### config.mk
export PLATFORM = sky130hd
export DESIGN_NAME = bcd_down_timer
export DESIGN_NICKNAME = d
export VERILOG_FILES = /design/src/rtl/bcd_down_timer.sv
export SDC_FILE = /design/constraint.sdc
export NUM_CORES = 1
export LEC_CHECK = 0
export ABC_AREA = 1
export BUFFER_PORTS_ARGS = -buffer_cell sky130_fd_sc_hd__buf_4
export CAP_MARGIN = 5
export CORE_ASPECT_RATIO = 1.2
export CORE_MARGIN = 4
export CORE_UTILIZATION = 55
export CTS_CLUSTER_DIAMETER = 60
export DETAILED_ROUTE_END_ITERATION = 10
export GPL_ROUTABILITY_DRIVEN = 0
export PLACE_DENSITY = 0.83
export SYNTH_ARGS = -nofsm -noshare
export SYNTH_HDL_FRONTEND = slang
export SYNTH_SLANG_ARGS = --single-unit
### constraint.sdc
create_clock -name clock -period 3.68 [get_ports clock]
set_clock_uncertainty 0.1 [all_clocks]
set_input_delay 0.552 -clock clock [delete_from_list [all_inputs] [get_ports clock]]
set_output_delay 0.552 -clock clock [all_outputs]
set_load 0.01 [all_outputs]
### src/rtl/bcd_down_timer.sv
// ---------------------------------------------------------------------------
// bcd_down_timer
//
// Multi-digit BCD down-counter for the microwave timer. The count is set by a
// parallel load or by shifting keypad digits in from the right. It then counts
// down one unit per tick while enabled. In mm:ss mode, digit 1 (the seconds
// tens digit) counts modulo 6. A one-cycle done pulse marks the decrement
// that reaches zero.
//
// Ports:
//   clock       in   system clock, rising edge
//   clear       in   synchronous active-high reset (highest priority)
//   loadn       in   active-low parallel load of load_value
//   load_value  in   BCD load value, digit i at [4i+3:4i]
//   key_valid   in   one-cycle strobe: shift key_digit into digit 0
//   key_digit   in   keypad BCD digit
//   enable      in   1 = run, 0 = paused / entry mode
//   tick        in   one-clock count strobe
//   count_out   out  registered BCD count
//   zero        out  combinational: every digit is 0
//   done        out  registered one-cycle pulse when a decrement reaches 0
//   running     out  registered enable & !zero
// ---------------------------------------------------------------------------
module bcd_down_timer #(
    parameter int NUM_DIGITS = 4,
    parameter int MMSS_MODE  = 1
) (
    input  logic                    clock,
    input  logic                    clear,
    input  logic                    loadn,
    input  logic [4*NUM_DIGITS-1:0] load_value,
    input  logic                    key_valid,
    input  logic [3:0]              key_digit,
    input  logic                    enable,
    input  logic                    tick,
    output logic [4*NUM_DIGITS-1:0] count_out,
    output logic                    zero,
    output logic                    done,
    output logic                    running
);

    localparam int W = 4 * NUM_DIGITS;

    // Largest legal value of a digit position.
    function automatic logic [3:0] digit_max(input int idx);
        if (MMSS_MODE != 0 && idx == 1)
            return 4'd5;
        return 4'd9;
    endfunction

    // Clamp a digit to its position's maximum.
    function automatic logic [3:0] sat_digit(input logic [3:0] d, input int idx);
        return (d > digit_max(idx)) ? digit_max(idx) : d;
    endfunction

    logic [W-1:0] count_p0;
    logic         done_p0;
    logic         running_p0;

    logic [W-1:0] load_sat;
    logic [W-1:0] shift_raw;
    logic [W-1:0] shift_next;
    logic [W-1:0] dec_next;
    logic         borrow;
    logic         key_ok;
    logic         dec_ok;

    assign zero   = (count_p0 == '0);
    assign key_ok = key_valid && !enable && (key_digit <= 4'd9);
    assign dec_ok = enable && tick && !zero;

    assign shift_raw = {count_p0[W-5:0], key_digit};

    // Candidate next values for load, key shift and decrement. The borrow
    // ripples from digit 0 upward within the cycle.
    always_comb begin
        load_sat   = '0;
        shift_next = '0;
        dec_next   = '0;
        borrow     = 1'b1;
        for (int i = 0; i < NUM_DIGITS; i++) begin
            load_sat[4*i +: 4]   = sat_digit(load_value[4*i +: 4], i);
            shift_next[4*i +: 4] = sat_digit(shift_raw[4*i +: 4], i);
            if (!borrow) begin
                dec_next[4*i +: 4] = count_p0[4*i +: 4];
            end else if (count_p0[4*i +: 4] == 4'd0) begin
                dec_next[4*i +: 4] = digit_max(i);
            end else begin
                dec_next[4*i +: 4] = count_p0[4*i +: 4] - 4'd1;
                borrow             = 1'b0;
            end
        end
    end

    // Stage p0: count register, done pulse and running flag.
    always_ff @(posedge clock) begin
        if (clear) begin
            count_p0   <= '0;
            done_p0    <= 1'b0;
            running_p0 <= 1'b0;
        end else begin
            running_p0 <= enable && !zero;
            done_p0    <= 1'b0;
            if (!loadn) begin
                count_p0 <= load_sat;
            end else if (key_ok) begin
                count_p0 <= shift_next;
            end else if (dec_ok) begin
                count_p0 <= dec_next;
                done_p0  <= (dec_next == '0);
            end
        end
    end

    assign count_out = count_p0;
    assign done      = done_p0;
    assign running   = running_p0;

endmodule
==> After elaboration in Yosys (flattened, before gate mapping) <==
Cells that the tools add are included.
{ "classes": {"n_reduce_logical": 14, "n_addsub": 4, "muxes": 26, "magnitude_cmp": 9, "n_eq_ne": 1, "n_bitwise": 2} }
{ "op_table": {"columns": ["op", "n"], "rows": [
  ["$mux W4", 16],
  ["$mux W16", 3],
  ["$logic_not A16 Y1", 2],
  ["$gt A4 B4 Y1 const B", 6],
  ["$logic_not A4 Y1", 4],
  ["$sub A4 B1 Y4 const B", 4],
  ["$gt A4 B3 Y1 const B", 2],
  ["$mux W1", 7],
  ["$logic_and A1 B1 Y1", 5],
  ["$le A4 B4 Y1 const B", 1],
  ["$reduce_or A4 Y1", 1],
  ["$ne A3 B1 Y1 const B", 1],
  ["$logic_not A1 Y1", 2],
  ["$not A1 Y1", 2]
]} }
{ "word_totals": {"word_cells": 59, "output_inout_bits": 19, "regBits": 18, "input_bits": 26} }

==> Depth between registers and ports, before layout <==
Gate-level depths: netlist (run 1).
{ "depth": {"ltp_word": 9, "ltp_mapped": 12} }

==> Least setup slack after synthesis (run 1) <==
Ideal clock, no wire load.
{ "synth_path": {"kind": "input-to-reg", "start": "input key_valid", "end": "register count_p0[11] (netlist: count_out[11])", "path_stages": 9, "t_required_ns": 3.458, "arrival_ns": 1.504, "path_slack_ns": 1.954, "path_buffers": 2, "path_cell_list": "inv_1 nor2_2 o21ai_4 inv_2 nor2_4 buf_4 buf_6 a21boi_0 a21oi_1"} }
{ "synth_via": {"elab_chain_cells": 4} }
{ "synth_rtl": {"columns": ["item", "line_no", "source"], "rows": [
  ["start, declared", "32", "input logic key_valid,"],
  ["$logic_and A1 B1 Y1 (*) (2 in a row)", "69", "assign key_ok = key_valid && !enable && (key_digit <= 4'd9);"],
  ["$mux W16", "106", "end else if (key_ok) begin"],
  ["$mux W16", "104", "if (!loadn) begin"],
  ["end signal, assigned", "105", "count_p0 <= load_sat;"],
  ["end signal, assigned", "107", "count_p0 <= shift_next;"],
  ["end signal, assigned", "109", "count_p0 <= dec_next;"],
  ["end, declared", "56", "logic [W-1:0] count_p0;"]
]} }
Mark *: on every way between the ends. The rest lies on a longest branch, timed or not.
A chain may end at the register's enable or synchronous reset.

==> Worst setup path in the final report (run 1) <==
{ "layout_path": {"start": "register count_p0[1] (netlist: count_out[1])", "end": "output zero"} }
{ "layout_via": {"elab_chain_cells": 1} }
{ "layout_rtl": {"columns": ["item", "line_no", "source"], "rows": [
  ["$logic_not A16 Y1", "68", "assign zero = (count_p0 == '0);"],
  ["end, declared", "37", "output logic zero,"]
]} }
Every way passes these cells.

==> results of run 1 <==
-- routing by layer --
metal / GRT usage (%) / vias up / wire length [µm]
met5: 0 / - / 0
met4: 7.932 / 0 / 73
met3: 2.421 / 8 / 260
met2: 44.55 / 56 / 2177
met1: 28.06 / 874 / 1900
li1: - / 1020 / -
-- cells by family (layout without fill, tap and decap cells) --
group	count (synthesis)	in the layout	share of synthesized area, %
buffers and inverters	53	90	14.01
AOI/OAI and AO/OA	40	40	14.23
DFF	18	18	21.24
and+or+nand+nor	183	183	50.52
-- layout make-up --
type | count | area, µm²
Sequential cell | 18 | 360.3
Timing Repair Buffer | 44 | 330.3
Tap cell | 34 | 42.54
Multi-Input combinational cell | 223 | 1099
Inverter | 43 | 161.4
Fill cell | 264 | 848.3
Clock buffer | 3 | 22.52
-- per-stage QoR --
step	cells	setup slack (ns)	util, %	cell area, µm²
finish	365	1.304	70.38	2016
global route	365	1.174	70.38	2016
CTS	365	1.313	70.38	2016
detailed placement	362	1.243	69.59	1993
global placement	362	1.306	69.59	1993
floorplan	294	1.954	-	1697
-- final timing paths --
check	slack, ns	end	depth (start not counted)	startpoint
setup / recovery	1.30	zero	6	count_out[1]
hold / removal	0.36	count_out[3]	2	clear
setup reg to reg	1.56	count_out[8]	10	count_out[1]
hold reg to reg	0.47	count_out[7]	2	count_out[7]
-- power breakdown --
part           internal, mW  total, mW  switching (mW)
sequential            0.212      0.240          0.0281
combinational         0.112      0.282           0.170
clock                0.0381      0.104          0.0655
total                 0.362      0.626           0.263
-- state kept, by name, indices dropped and copies added (netlist names) --
register	flops
count_out	16
done	1
running	1
-- synthesized netlist by cell type, types with 4 or more instances --
master,n
inv_2,5
nand3_2,5
nand3_1,39
o21ai_2,4
nor2_4,4
buf_6,4
nand2_4,4
nand4_1,5
nor2_1,37
a21oi_1,12
dfxtp_1,18
nand2_1,81
inv_1,38
o21ai_0,17
==> flow_summary.yaml, run 1 <==
logic_synthesis:
  yosysTopAreaCell: "dfxtp_1"
  synth_area_leaders: "dfxtp_1, nand2_1, nand3_1, inv_1, nor2_1"
  synth_top_area_share_pct: 21.24
  synth.cell_area_um2: 1697
  synthArstFlopShare_pct: 0
  yosysWarningCount: 0
  yosysUniqueCellTypes: 28
  ys_ff_latch: 18
  ys.flop_type: "dfxtp_1"
  synth_edf_count: 0
  syn_nets: 320
  synth_seq_area_share_pct: 21.24
  syn_avg_cell_area_um2: 5.771
  synthCells: 294
sta:
  worst_slew_pin_slew_ns: 0.5229
  setup_viol: 0
  hold_viol_final: 0
  rsz0062_at_grt: "no"
  period_minus_slack_ns: 2.376
  post-route-period-util_pct: 64.56
  slew_headroom_pct: 65.10
  clock.fmax_ghz: 0.4209
  hold_ws_ns: 0.3568
  report.final.slew_viol_count: 0
  fin_setup_tns_ns: 0
routing:
  viasPerCell: 5.364
  wl_per_cell_um: 12.09
  num_vias: 1958
  drtAntennaViolNets: 0
  drc: 0
  first_iter_violations: 103
  routed_wl_mm: 4.412
  dr.pass1.iters: 4
die:
  dieWidth_um: 58.70
  pin_count: 45
  dieArea_um2: 4041
  die_height_um: 68.84
  core_area_um2: 2864
  rows: 21
  start_util_pct: 59.24
cts:
  path_clk_slew_ns: 0.11
  htreeDepth: 1
  cts_tree: "done"
  numCtsBuffers: 3
  holdBufCountCts: 0
  cts.sinks: 18
  clk_path_buf_depth: 2
  cts_root_buf: "clkbuf_4"
  clock_latency_ns: 0.30
  cts_setup_buffers: 0
  ctsResizeCount: 0
setup_path:
  critPathBufInv: 2
  crit_family: "simple AND/OR/NAND/NOR gates"
  critPathSlowestCell: "dfxtp_1"
  cp_max_fo: 11
  path_class: "register to output pin"
  worstPathCellList: "nor2_4 -> nand2_4 -> nor2_4 -> nand3_2 -> inv_1 -> buf_4"
  required_ns: 3.03
  worst_path_most_repeated_cell: "nor2_4"
  slowest_delay_ns: 0.41
  cp-end-kind: "output pin"
  startpoint_type: "register"
  cp.arrival_ns: 1.72
final_layout:
  layout_common_cells: "nand2_1, buf_4, nand3_1"
  layout_commonest_cell: "nand2_1"
  antenna_cells: 0
  fin_nets: 359
  post_route_cells_drive_above_1_share_pct: 22.66
  area.growth.synth_to_final_pct: 18.81
global_routing:
  antenna_found_initial: 0
  grt_pass1_wl_mm: 7.486
  grt_pass1_vias: 1780
  grt_use_total_pct: 23.76
  grt_max_degree: 21
  grt_overflow_total: 0
placed_design:
  dp_hpwl_mm: 3.445
  port_buffers: 44
power:
  p_per_area_nw_per_um2: 310.5
  p_leak_nw: 1.111
  finalPower_uw: 625.8
  irDropWorstVdd_uv: 204.9
worst_hold_path:
  hold_path.class: "input port to register"
outcome:
  status: "completed"
run:
  max_cap_viol_count: 0
Power figures use the tool's default switching activity.
==> run 2, diff against run 1 <==
Settings changed: CORE_UTILIZATION 55 to 53, PLACE_DENSITY 0.83 to 0.8.
Clock period 3.68 ns to 2.29 ns, I/O delays scaled along.
==> flow_summary.yaml, run 2 (same netlist as run 1, synthesis figures left out) <==
sta:
  fin_setup_tns_ns: 0
  slew_headroom_pct: 65.01
  post-route-period-util_pct: 86.29
  clock.fmax_ghz: 0.5060
  worst_slew_pin_slew_ns: 0.5243
  hold_ws_ns: 0.1367
  rsz0062_at_grt: "no"
  setup_viol: 0
  hold_viol_final: 0
  report.final.slew_viol_count: 0
  period_minus_slack_ns: 1.976
global_routing:
  grt_use_total_pct: 23.85
  grt_pass1_vias: 1881
  antenna_found_initial: 0
  grt_overflow_total: 0
  grt_max_degree: 20
  grt_pass1_wl_mm: 8.017
worst_hold_path:
  holdCritStartpoint: "clear"
  hold_path.class: "input port to register"
cts:
  holdBufCountCts: 0
  clock_latency_ns: 0.30
  path_clk_slew_ns: 0.11
  cts.sinks: 18
  ctsResizeCount: 0
  cts_setup_buffers: 0
  numCtsBuffers: 3
  cts_tree: "done"
  htreeDepth: 1
  clk_path_buf_depth: 2
  cts_root_buf: "clkbuf_4"
final_layout:
  fin_nets: 363
  layout_common_cells: "nand2_1, buf_4, nand3_1"
  layout_commonest_cell: "nand2_1"
  antenna_cells: 0
  largest_reg_flops: 16
  utilization_pct: 67.04
  fillCellCount: 302
  post_route_cells_drive_above_1_share_pct: 23.58
  finalInstanceArea_um2: 2048
  area.growth.synth_to_final_pct: 20.72
placed_design:
  port_buffers: 44
  place_area_um2: 2026
  dp_hpwl_mm: 3.580
routing:
  num_vias: 1972
  wl_per_cell_um: 12.30
  drc: 0
  dr.pass1.iters: 4
  drtAntennaViolNets: 0
  viasPerCell: 5.315
  routed_wl_mm: 4.562
  first_iter_violations: 105
setup_path:
  cp_max_fo: 5
  startpoint_type: "register"
  cp.arrival_ns: 1.53
  r2r-start: "count_out[12]"
  path_class: "register to output pin"
  required_ns: 1.85
  cp-end-kind: "output pin"
  startpoint: "count_out[12]"
die:
  die_height_um: 69.98
  pin_count: 45
  dieWidth_um: 59.65
  core_area_um2: 3055
  rows: 22
  start_util_pct: 55.53
  dieArea_um2: 4174
power:
  irDropWorstVdd_uv: 391.3
  p_per_area_nw_per_um2: 494.1
  p_leak_nw: 1.131
run:
  max_cap_viol_count: 0
outcome:
  status: "completed"
## run 2: stage by stage
| stage | setup WS (ns) | instances | power [mW] |
|---|---|---|---|
| global route | 0.2071 | 371 | 1.105 |
| floorplan | 0.7356 | 294 | 0.7136 |
| CTS | 0.3362 | 371 | 1.017 |
| finish | 0.3139 | 371 | 1.012 |
| global placement | 0.5215 | 368 | 0.8521 |
| detailed placement | 0.4623 | 368 | 0.8544 |
## run 2: layout make-up
class / count / area (µm²) / share of cell area [%]
flip-flops and latches: 18 / 360.3 / 17.59
repair buffers: 48 / 360.3 / 17.59
well taps: 36 / 45.04 / 2.199
inverters: 43 / 161.4 / 7.880
multi-input cells: 223 / 1099 / 53.63
clock buffers: 3 / 22.52 / 1.100
## run 2: final timing paths
path	end	slack [ns]	depth (start not counted)
max	zero	0.31	6
min	count_out[0]	0.14	2
max reg2reg	count_out[8]	0.45	10
min reg2reg	count_out[7]	0.49	2
## run 2: critical path, cell delays in order, from the launching register on
cell     delay, ns
dfxtp_1       0.37
nor2_2        0.21
inv_1         0.10
nor2_1        0.18
nand3_2       0.14
inv_1         0.11
buf_4         0.13
## run 2: where the power goes
group	total, mW	internal [mW]	leakage [nW]	switching [mW]
logic	0.462	0.188	0.968	0.274
registers	0.387	0.341	0.149	0.0456
clock network	0.164	0.0613	0.0138	0.102
total	1.01	0.590	1.13	0.422
## run 2: layer usage
metal | GRT usage, % | up-vias | wire, µm
met5 | 0 | - | 0
met4 | 7.635 | 0 | 38
met3 | 3.142 | 5 | 308
met2 | 39.66 | 65 | 2288
met1 | 30.88 | 881 | 1927
li1 | - | 1021 | -
